<file path="config.mk">
export PLATFORM = sky130hd
export DESIGN_NAME = adder_byte_feeder
export DESIGN_NICKNAME = d
export VERILOG_FILES = /design/src/rtl/adder_byte_feeder_pkg.sv /design/src/rtl/adder_byte_feeder_beat_word_assembler.sv /design/src/rtl/adder_byte_feeder.sv
export SDC_FILE = /design/constraint.sdc
export NUM_CORES = 1
export LEC_CHECK = 0
export BUFFER_PORTS_ARGS = -buffer_cell sky130_fd_sc_hd__buf_2
export CAP_MARGIN = 25
export CORE_ASPECT_RATIO = 1.25
export CORE_UTILIZATION = 45
export DETAILED_ROUTE_END_ITERATION = 10
export PLACE_DENSITY = 0.77
export SLEW_MARGIN = 5
export SYNTH_ARGS = -nofsm -noshare
export SYNTH_HDL_FRONTEND = slang
export SYNTH_HIERARCHICAL = 1
export SYNTH_SLANG_ARGS = --single-unit
</file>
<file path="constraint.sdc">
create_clock -name clk -period 2.83 [get_ports clk]
set_clock_uncertainty 0.2 [all_clocks]
set_input_delay 0 -clock clk [delete_from_list [all_inputs] [get_ports clk]]
set_output_delay 0 -clock clk [all_outputs]
set_load 0.05 [all_outputs]
</file>
<file path="src/rtl/adder_byte_feeder_pkg.sv">
// Shared types and constants for the byte-serial operand feeder.
package adder_feed_pkg;

    localparam int DEFAULT_DATA_W = 32;
    localparam int DEFAULT_IN_W   = 8;

    typedef enum logic [1:0] {
        LOAD_A  = 2'd0,
        LOAD_B  = 2'd1,
        CAPTURE = 2'd2,
        OUT     = 2'd3
    } feed_state_e;

    // Number of input beats needed to fill one operand word.
    function automatic int calcBeats(input int dataW, input int inW);
        return dataW / inW;
    endfunction

    // Beat counter width; a single-beat word still gets a 1-bit counter.
    function automatic int calcCntW(input int beats);
        return (beats > 1) ? $clog2(beats) : 1;
    endfunction

endpackage

</file>
<file path="src/rtl/adder_byte_feeder_beat_word_assembler.sv">
// Builds one DATA_W word from IN_W beats, least-significant beat first.
module beat_word_assembler
    import adder_feed_pkg::*;
#(
    parameter int DATA_W = DEFAULT_DATA_W,
    parameter int IN_W   = DEFAULT_IN_W
) (
    input  logic              clk,
    input  logic              clear_i,
    input  logic              load_i,
    input  logic [IN_W-1:0]   beat_i,
    output logic [DATA_W-1:0] word_o,
    output logic              last_beat_o,
    output logic              count_zero_o
);

    localparam int BEATS = calcBeats(DATA_W, IN_W);
    localparam int CNT_W = calcCntW(BEATS);

    logic [CNT_W-1:0]  beatCnt_q;
    logic [DATA_W-1:0] word_q;

    assign last_beat_o  = (beatCnt_q == CNT_W'(BEATS - 1));
    assign count_zero_o = (beatCnt_q == '0);
    assign word_o       = word_q;

    // Clear wipes the word and restarts the count; a load drops the beat into its slice.
    always_ff @(posedge clk) begin
        if (clear_i) begin
            beatCnt_q <= '0;
            word_q    <= '0;
        end else if (load_i) begin
            word_q[beatCnt_q*IN_W +: IN_W] <= beat_i;
            beatCnt_q <= last_beat_o ? '0 : beatCnt_q + 1'b1;
        end
    end

endmodule

</file>
<file path="src/rtl/adder_byte_feeder.sv">
// Byte-serial operand feeder: loads a then b, captures the adder sum, and
// holds the result on a valid/ready port until it is taken.
module adder_byte_feeder
    import adder_feed_pkg::*;
#(
    parameter int DATA_W = DEFAULT_DATA_W,
    parameter int IN_W   = DEFAULT_IN_W
) (
    input  logic              clk,
    input  logic              rst,
    input  logic [IN_W-1:0]   in_data,
    input  logic              in_valid,
    output logic              in_ready,
    output logic [DATA_W-1:0] add_a,
    output logic [DATA_W-1:0] add_b,
    input  logic [DATA_W-1:0] add_sum,
    output logic [DATA_W-1:0] out_sum,
    output logic              out_carry,
    output logic              out_valid,
    input  logic              out_ready,
    output logic              busy
);

    feed_state_e       state_q;
    logic [DATA_W-1:0] outSum_q;
    logic              outCarry_q;
    logic              outValid_q;

    logic loadA;
    logic loadB;
    logic lastA;
    logic lastB;
    logic zeroA;
    logic zeroB;

    // Beats are only taken while loading, and never while reset is asserted.
    assign in_ready = !rst && ((state_q == LOAD_A) || (state_q == LOAD_B));
    assign loadA    = in_valid && in_ready && (state_q == LOAD_A);
    assign loadB    = in_valid && in_ready && (state_q == LOAD_B);
    assign busy     = !((state_q == LOAD_A) && zeroA);

    assign out_sum   = outSum_q;
    assign out_carry = outCarry_q;
    assign out_valid = outValid_q;

    beat_word_assembler #(.DATA_W(DATA_W), .IN_W(IN_W)) u_asmA (
        .clk          (clk),
        .clear_i      (rst),
        .load_i       (loadA),
        .beat_i       (in_data),
        .word_o       (add_a),
        .last_beat_o  (lastA),
        .count_zero_o (zeroA)
    );

    beat_word_assembler #(.DATA_W(DATA_W), .IN_W(IN_W)) u_asmB (
        .clk          (clk),
        .clear_i      (rst),
        .load_i       (loadB),
        .beat_i       (in_data),
        .word_o       (add_b),
        .last_beat_o  (lastB),
        .count_zero_o (zeroB)
    );

    // Sequencer plus result registers; carry is recovered as "sum wrapped below a".
    always_ff @(posedge clk) begin
        if (rst) begin
            state_q    <= LOAD_A;
            outSum_q   <= '0;
            outCarry_q <= 1'b0;
            outValid_q <= 1'b0;
        end else begin
            case (state_q)
                LOAD_A: begin
                    if (loadA && lastA) begin
                        state_q <= LOAD_B;
                    end
                end
                LOAD_B: begin
                    if (loadB && lastB) begin
                        state_q <= CAPTURE;
                    end
                end
                CAPTURE: begin
                    outSum_q   <= add_sum;
                    outCarry_q <= (add_sum < add_a);
                    outValid_q <= 1'b1;
                    state_q    <= OUT;
                end
                OUT: begin
                    if (outValid_q && out_ready) begin
                        outValid_q <= 1'b0;
                        state_q    <= LOAD_A;
                    end
                end
                default: state_q <= LOAD_A;
            endcase
        end
    end

    // zeroB is only a by-product of the shared assembler; fold it in harmlessly.
    logic unusedZeroB;
    assign unusedZeroB = zeroB;

endmodule

</file>
# Word level (Yosys, flattened, before mapping)

Index checks and enable logic that the tools add are counted.

Output and inout bits: 100
Flip-flop bits (word level): 104
Bits of input ports: 44
Logic and storage cells: 51

$add $sub $neg: 4
Reductions and logical operators: 16
Multiplexer cells: 10
Equality and inequality tests: 8
Shift operators: 4
Order comparisons: 1

Operator list:

| cell                                                  | count |
|---|---|
| negation 5 -> 34 bit                                  | 2 |
| variable shift 8 x 34 -> 32 bit, first input constant | 2 |
| indexed part select 8 x 34 -> 32 bit                  | 2 |
| bitwise mux 32 bit                                    | 2 |
| < comparator 32 bit                                   | 1 |
| two-way mux 2 bit                                     | 5 |
| equality test 2 bit, second input constant            | 4 |
| logical AND 1 bit                                     | 8 |
| case mux 2 bit (4 select lines)                       | 1 |
| adder 2 x 1 -> 2 bit, second input constant           | 2 |
| zero test 2 bit                                       | 2 |
| != test 2 x 1 -> 1 bit, second input constant         | 2 |
| AND reduction 3 bit                                   | 1 |
| equality test 2 x 1 -> 1 bit, second input constant   | 1 |
| zero test 1 bit                                       | 2 |
| != test 2 bit, second input constant                  | 1 |
| case mux 1 bit (2 select lines)                       | 1 |
| AND reduction 2 bit                                   | 1 |
| nonzero test 2 bit                                    | 1 |
| logical OR 1 bit                                      | 1 |
| two-way mux 1 bit                                     | 1 |

# Logic depth before layout (Yosys ltp)

Gate-level depths: netlist (run 1).

Depth in word-level cells: 8
Gate-level depth with buffers: 8
Depth with buffers taken out: 7

# By module

The synthesis (run 1) kept the hierarchy.

Modules (own cells, without submodules):

| module                       | area an instance (um^2) | cells each | seq. area each (um^2) | times used |
|---|---|---|---|---|
| adder_byte_feeder            | 2,153.3                 | 245        | 720.7                 | 1 |
| beat_word_assembler (u_asmB) | 1,303.8                 | 124        | 680.7                 | 1 |
| beat_word_assembler (u_asmA) | 1,263.7                 | 128        | 680.7                 | 1 |

# Worst setup path after synthesis (run 1)

Ideal clock, no wire load.

Kind: reg-to-reg
Start point: register u_asmA.word_q[30] (netlist: u_asmA/word_o[30])
End point: register outCarry_q (netlist: out_carry)
Period minus slack after synthesis: 2,164 ps
Arrival: 1,827 ps
Data required time: 2,493 ps
Cell stages (with the launch flop): 8
Setup time: 137 ps
Path buffers: 0
Path slack: 666 ps
Cell sequence: dfxtp_1 > inv_1 > ha_1 > nand4_1 > nor4_1 > a221oi_1 > a32oi_1 > a31oi_1

Word-level cells in the longest chain between the ends: 1

Ends and longest elaborated chain:

| item                              | line                                        | source |
|---|---|---|
| from (decl)                       | adder_byte_feeder_beat_word_assembler.sv:21 | `logic [DATA_W-1:0] word_q;` |
| from (signal, indexed assignment) | adder_byte_feeder_beat_word_assembler.sv:33 | `word_q[beatCnt_q*IN_W +: IN_W] <= beat_i;` |
| < comparator 32 bit               | adder_byte_feeder.sv:87                     | `outCarry_q <= (add_sum < add_a);` |
| to (signal assigned)              | adder_byte_feeder.sv:87                     |  |
| to (decl)                         | adder_byte_feeder.sv:26                     | `logic outCarry_q;` |

Every way passes these cells.
A chain may end at the register's enable or synchronous reset.

# Worst setup path in the final report (run 1)

Start point: input rst
End point: register u_asmA.word_q[25] (netlist: u_asmA/word_o[25])

Word-level cells in the longest chain between the ends: 4

Ends and longest elaborated chain:

| item                           | line                    | source |
|---|---|---|
| from (decl)                    | adder_byte_feeder.sv:10 | `input logic rst,` |
| zero test 1 bit                | adder_byte_feeder.sv:37 | `assign in_ready = !rst && ((state_q == LOAD_A) \|\| (state_q == LOAD_B));` |
| logical AND 1 bit              | adder_byte_feeder.sv:37 |  |
| logical AND 1 bit (2 in a row) | adder_byte_feeder.sv:38 | `assign loadA = in_valid && in_ready && (state_q == LOAD_A);` |
| named net loadA                | adder_byte_feeder.sv:29 | `logic loadA;` |

The timed path passes the listed nets, and every way through them passes these cells.

==> flow_summary.yaml, run 1 <==
outcome:
  status: "finished, final reports clean"
die:
  initial_core_util_pct: 46.5
  std_cell_rows: 41
  die_w_um: 93.6
  ios: 144
  dieHeight_um: 117
  die-area_um2: 10900
  design.core.area_um2: 10200
yosys:
  synth_mux_area_share_pct: 7.42
  synth_ff_type: "dfxtp_1"
  synth-simple-area-share_pct: 14.9
  netlist_instances: 497
  yosysUniqueCellTypes: 47
  syn-cell-area_um2: 4720
  avgSynthCellArea_um2: 9.50
  synth_edf_count: 0
  seq_area_frac_synth_pct: 44.1
  synth_top_cells_by_area: "dfxtp_1 44%, ha_1 12%, mux2i_1 7.4%"
  ys_async_sr_fraction_pct: 0
  synth.net_count: 588
  synth-seq-cells: 104
  synth_top_family_by_area: "compound AO/OA/AOI/OAI gates"
  synthAdderAreaFrac_pct: 12.5
  synth-xor-area-share_pct: 0
  ys_warn_count: 6
  synth_compound_area_share_pct: 15.8
  yosysTopAreaCell: "dfxtp_1"
  synth_top_area_share_pct: 44.1
sta:
  maxSlewHeadroom_pct: 59.3
  tightest_slew_ns: 0.610
  max_freq_mhz: 443
  fin_setup_tns_ns: 0
  rsz0062_at_grt: "false"
  worst_slack_ns: 0.571
  period_share_pct: 79.8
  hold_violations: 0
  drv_slew: 0
  final.min_clock_period_ns: 2.26
  hold_slack_ns: 0.104
  setup_viol: 0
worst_setup_path:
  crit_fanout: 31
  required_ns: 2.90
  worst_setup_path_start_kind: "input pin"
  endpoint_kind: "register"
  crit_slowest_cell: "dlygate4sd3_1"
  crit_family: "buffers and inverters"
  path_buf_inv: 3
  slowest_delay_ns: 0.54
  worstSetupPathType: "input pin to register"
  path_cells: "dlygate4sd3_1, buf_2, inv_1, and3_1, a21oi_1, nand2_1, o21ai_1"
  critPathArrivalTime_ns: 2.33
routing:
  ant_nets: 0
  viasPerCell: 5.51
  via_count: 4467
  first_pass_iters: 5
  drt-initial-drc-count: 204
  wl_per_cell_um: 16.1
  wl_mm: 13.0
  drt_drc_violations_left: 0
power:
  vdd_drop_max_v: 0.000300
  p_per_area_nw_per_um2: 509
  power_leakage_nw: 2.78
  total_power_w: 0.00319
finish:
  area_growth_pct: 33.0
  drive_above_1_share_pct: 25.4
  layout.nets: 767
  antenna_cells: 0
grt:
  grt_pass1_wl_mm: 20.0
  grt_max_degree: 33
  overflow: 0
  antenna_found_initial: 0
  grt_pass1_vias: 4259
  grt_usage_pct: 23.6
place:
  place_worst_setup_slack_ns: 0.686
  io_buffers: 143
  place_hpwl_mm: 9.14
  gp_congestion: 0.852
clock_tree:
  post_cts_buffers: 0
  cts_made_buffers: 9
  cts_tree: "built"
  numClockSinks: 104
  post_cts_resized: 0
  clkLatencyLatePin_ns: 0.34
  clk_pin_slew_ns: 0.07
  htree_levels: 3
  cts_root_buf: "clkbuf_16"
  clk_path_buf_depth: 2
min_path:
  holdCritPathClass: "input pin to register"
run:
  max_cap_viol_count: 0
metrics by stage:
step / std cells / utilization (%) / cell area (um2)
detailed placement: 752 / 54.4 / 5530
CTS: 810 / 61.8 / 6280
floorplan: 497 / - / 4720
finish: 810 / 61.8 / 6280
global route: 810 / 61.8 / 6280
global placement: 752 / 54.4 / 5530
synthesized netlist by cell type (2+ instances only):
cell type,instances
dfxtp_1,104
nor2_1,75
ha_1,47
inv_1,42
nand2_1,39
mux2i_1,35
a32oi_1,31
a21oi_1,20
o21ai_1,16
clkbuf_1,9
a22o_1,8
a32o_1,8
buf_2,5
nand4_1,5
and3_1,4
o21ai_0,4
a22oi_1,3
a31oi_1,3
buf_1,3
buf_4,3
a2bb2oi_1,2
and3b_1,2
nand3_1,2
nand4b_1,2
nor3_2,2
nor4_1,2
logic make-up (layout without fill, tap and decap cells):
group                    after synthesis  in the layout
AO/OA/AOI/OAI                        102            102
adder cells (fa/ha/maj)               47             47
buffers and inverters                 63            247
flip-flops                           104            104
multiplexers                          35             35
AND/OR/NAND/NOR                      146            146
state kept, by name, summed over array words and instances, names as in the netlist:
signal and cells:
out_carry 1, out_sum 32, out_valid 1, state_q 2, u_asmA/beatCnt_q 2, u_asmA/word_o 32, u_asmB/beatCnt_q 2, u_asmB/word_o 32
tightest hold or removal path: cells and delay by family:
kind            cells  cell delay, ns
buf+inv             1            0.12
compound gates      3            0.37
simple gates        1            0.11
layout by cell type, fill, tap and decap left out, drive strengths merged, types with 4 or more instances in the layout:
master,netlist,final
buf,11,146
dfxtp,104,104
nor2,76,76
ha,47,47
inv,43,46
dlygate4sd3,0,42
nand2,39,39
mux2i,35,35
a32oi,31,31
a21oi,20,20
o21ai,20,20
clkbuf,9,9
a32o,8,8
a22o,8,8
nand4,6,6
and3,4,4
timing repair:
item                       CTS  global route
hold buffers                42             0
hold endpoints to repair   100             0
setup endpoints to repair    0             0
layer usage:
| metal | track usage (%) | part of all wire, % | vias to the layer above |
|---|---|---|---|
| li1 | - | - | 2132 |
| met1 | 27.7 | 41 | 2102 |
| met2 | 41.9 | 51 | 195 |
| met3 | 3.32 | 5.5 | 38 |
| met4 | 12.4 | 3.0 | 0 |
| met5 | 0 | 0 | - |
final timing paths:
check	startpoint	end	slack, ns	cells after the start
worst min register to register	u_asmA/word_o[28]	u_asmA/word_o[28]	0.27	2
worst min-delay path	in_valid	state_q[0]	0.10	5
worst max register to register	u_asmB/beatCnt_q[0]	u_asmB/word_o[25]	0.62	5
worst max-delay path	rst	u_asmA/word_o[25]	0.57	7
layout make-up:
| class | instances | area, um2 |
|---|---|---|
| multi-input combinational | 330 | 2390 |
| inverter | 43 | 161 |
| tap | 129 | 161 |
| clock inverter | 7 | 101 |
| clock buffer | 9 | 225 |
| timing repair buffer | 188 | 1160 |
| sequential | 104 | 2080 |
| fill | 832 | 3880 |
power by group:
group | internal [W] | switching [W] | total [W]
registers | 0.00148 | 0.0000157 | 0.00149
logic | 0.000136 | 0.000213 | 0.000349
clock network | 0.000785 | 0.000568 | 0.00135
total | 0.00240 | 0.000797 | 0.00319
Note: power is estimated with default switching activity, not from simulation.
==> run 2: changes to the inputs <==
==> constraint.sdc (replaced) <==
create_clock -name clk -period 2.19 [get_ports clk]
set_clock_uncertainty 0.2 [all_clocks]
set_input_delay 0 -clock clk [delete_from_list [all_inputs] [get_ports clk]]
set_output_delay 0 -clock clk [all_outputs]
set_load 0.05 [all_outputs]
==> flow_summary.yaml, run 2 (synthesis gave the netlist of run 1 again) <==
finish:
  drive_above_1_share_pct: 25.7
  layout.nets: 769
  layout_common_cells: "143 x buf_2, 104 x dfxtp_1, 75 x nor2_1, 46 x ha_1"
  mostFrequentLayoutCell: "buf_2"
  instances_no_fill: 811
  area_growth_pct: 33.1
  fillers: 820
  multiInputGateArea_um2: 2390
  fin_util_pct: 61.8
  regArea_um2: 2080
  antenna_cells: 0
worst_setup_path:
  r2r_start: "u_asmA/word_o[14]"
  path_cells: "inv_1, ha_1, nand4_1, nor4_2, a32oi_1, o211ai_1, a31oi_1"
  crit_family: "simple AND/OR/NAND/NOR gates"
  slowest_delay_ns: 0.38
  required_ns: 2.20
  crit_fanout: 3
  endpoint_kind: "register"
  regToRegEndpoint: "out_carry"
  crit_slowest_cell: "dfxtp_1"
  rrSetupSlack_ns: 0.16
  reg2reg_depth: 7
  worstSetupPathType: "register to register"
  worst_setup_path_start_kind: "register"
  path_buf_inv: 1
  critPathArrivalTime_ns: 2.04
grt:
  grt_usage_pct: 23.4
  grt_busiest_layer: "met2"
  antenna_found_initial: 0
  grt_max_degree: 53
  grtUsageMet1_pct: 27.2
  grt_pass1_wl_mm: 19.7
  overflow: 0
  met2_usage_pct: 41.4
  grtUsageMet3_pct: 3.71
  grt_pass1_vias: 4238
routing:
  drt-initial-drc-count: 210
  wl_per_cell_um: 16.2
  ant_nets: 0
  first_pass_iters: 4
  viasPerCell: 5.43
  wl_mm: 13.1
  drt_drc_violations_left: 0
  via_count: 4403
place:
  gp_congestion: 0.862
  place_hpwl_mm: 8.99
  placed_cells: 754
  io_buffers: 143
sta:
  tightest_slew_ns: 0.662
  period_share_pct: 92.7
  max_freq_mhz: 493
  maxSlewHeadroom_pct: 55.8
  hold_violations: 0
  setup_viol: 0
  final.min_clock_period_ns: 2.03
  drv_slew: 0
clock_tree:
  cts_tree: "built"
  htree_levels: 3
  cts_made_buffers: 9
  post_cts_buffers: 0
  clkLatencyLatePin_ns: 0.34
  cts_root_buf: "clkbuf_16"
  clk_path_buf_depth: 2
  clk_pin_slew_ns: 0.07
  numClockSinks: 104
min_path:
  holdPathEnd: "state_q[0]"
  min_path_cells: 5
  holdCritPathClass: "input pin to register"
  holdCritStartpoint: "in_valid"
die:
  die-area_um2: 10900
  ios: 144
  std_cell_rows: 41
  die_w_um: 93.6
  dieHeight_um: 117
  design.core.area_um2: 10200
  initial_core_util_pct: 46.5
power:
  netSwitchingFraction_pct: 24.3
  total_power_w: 0.00404
  p_sw_w: 0.000982
  vdd_drop_max_v: 0.000409
  seq_power_share_pct: 47.6
  p_int_w: 0.00306
  p_comb_share_pct: 11.4
  power_leakage_nw: 2.79
  p_per_area_nw_per_um2: 644
  p_clk_share_pct: 41.0
outcome:
  status: "finished, final reports clean"
run:
  max_cap_viol_count: 0
## run 2: worst register-to-register path, stage by stage (launching register included)
cell and delay (ns):
dfxtp_1 0.38, inv_1 0.07, ha_1 0.32, nand4_1 0.20
nor4_2 0.31, a32oi_1 0.15, o211ai_1 0.16, a31oi_1 0.12
## run 2: how the worst max path moves through the flow
stage                                  from         to  slack (ns)  cells after the start
after CTS                 u_asmA/word_o[14]  out_carry        0.17                      7
after floorplan           u_asmA/word_o[30]  out_carry        0.03                      7
after global placement    u_asmA/word_o[14]  out_carry        0.22                      7
after global routing      u_asmA/word_o[14]  out_carry      -0.001                      7
after detailed placement  u_asmA/word_o[14]  out_carry        0.18                      7
final                     u_asmA/word_o[14]  out_carry        0.16                      7
## run 2: area by class of cell
type                       count  area share [%]
clock buffer                  13            4.30
sequential                   104            33.1
multi-input combinational    330            38.1
tap                          129            2.57
timing repair buffer         190            18.7
clock inverter                 2           0.598
inverter                      43            2.57
## run 2: what timing repair did
item | 4_1_cts | 5_1_grt
endpoints found under the hold margin | 97 | 0
resized for setup | 0 | 2
endpoints found under the setup margin | 0 | 3
hold buffers | 42 | 0
## run 2: layer usage
metal | vias up | routed length (um)
met3 | 30 | 664
met1 | 2090 | 5370
li1 | 2129 | -
met5 | - | 0
met4 | 0 | 443
met2 | 154 | 6630
## run 2: power by group through the flow
stage / Combinational [W] / Clock [W] / Sequential [W]
after detailed placement: 0.000393 / 0 / 0.00197
final: 0.000461 / 0.00166 / 0.00192
after global placement: 0.000379 / 0 / 0.00197
after floorplan: 0.000205 / 0 / 0.00201
after global routing: 0.000501 / 0.00176 / 0.00192
after CTS: 0.000452 / 0.00167 / 0.00192
## run 2: stage by stage
step	hold WS (ns)	setup TNS (ns)	area (um2)	setup WS, ns
after floorplan	-0.0743	0	4720	0.0259
after global placement	0.0583	0	5550	0.219
after CTS	0.0371	0	6270	0.165
final	0.0473	0	6280	0.160
after detailed placement	0.0658	0	5550	0.184
after global routing	0.0727	-0.00121	6280	-0.00121
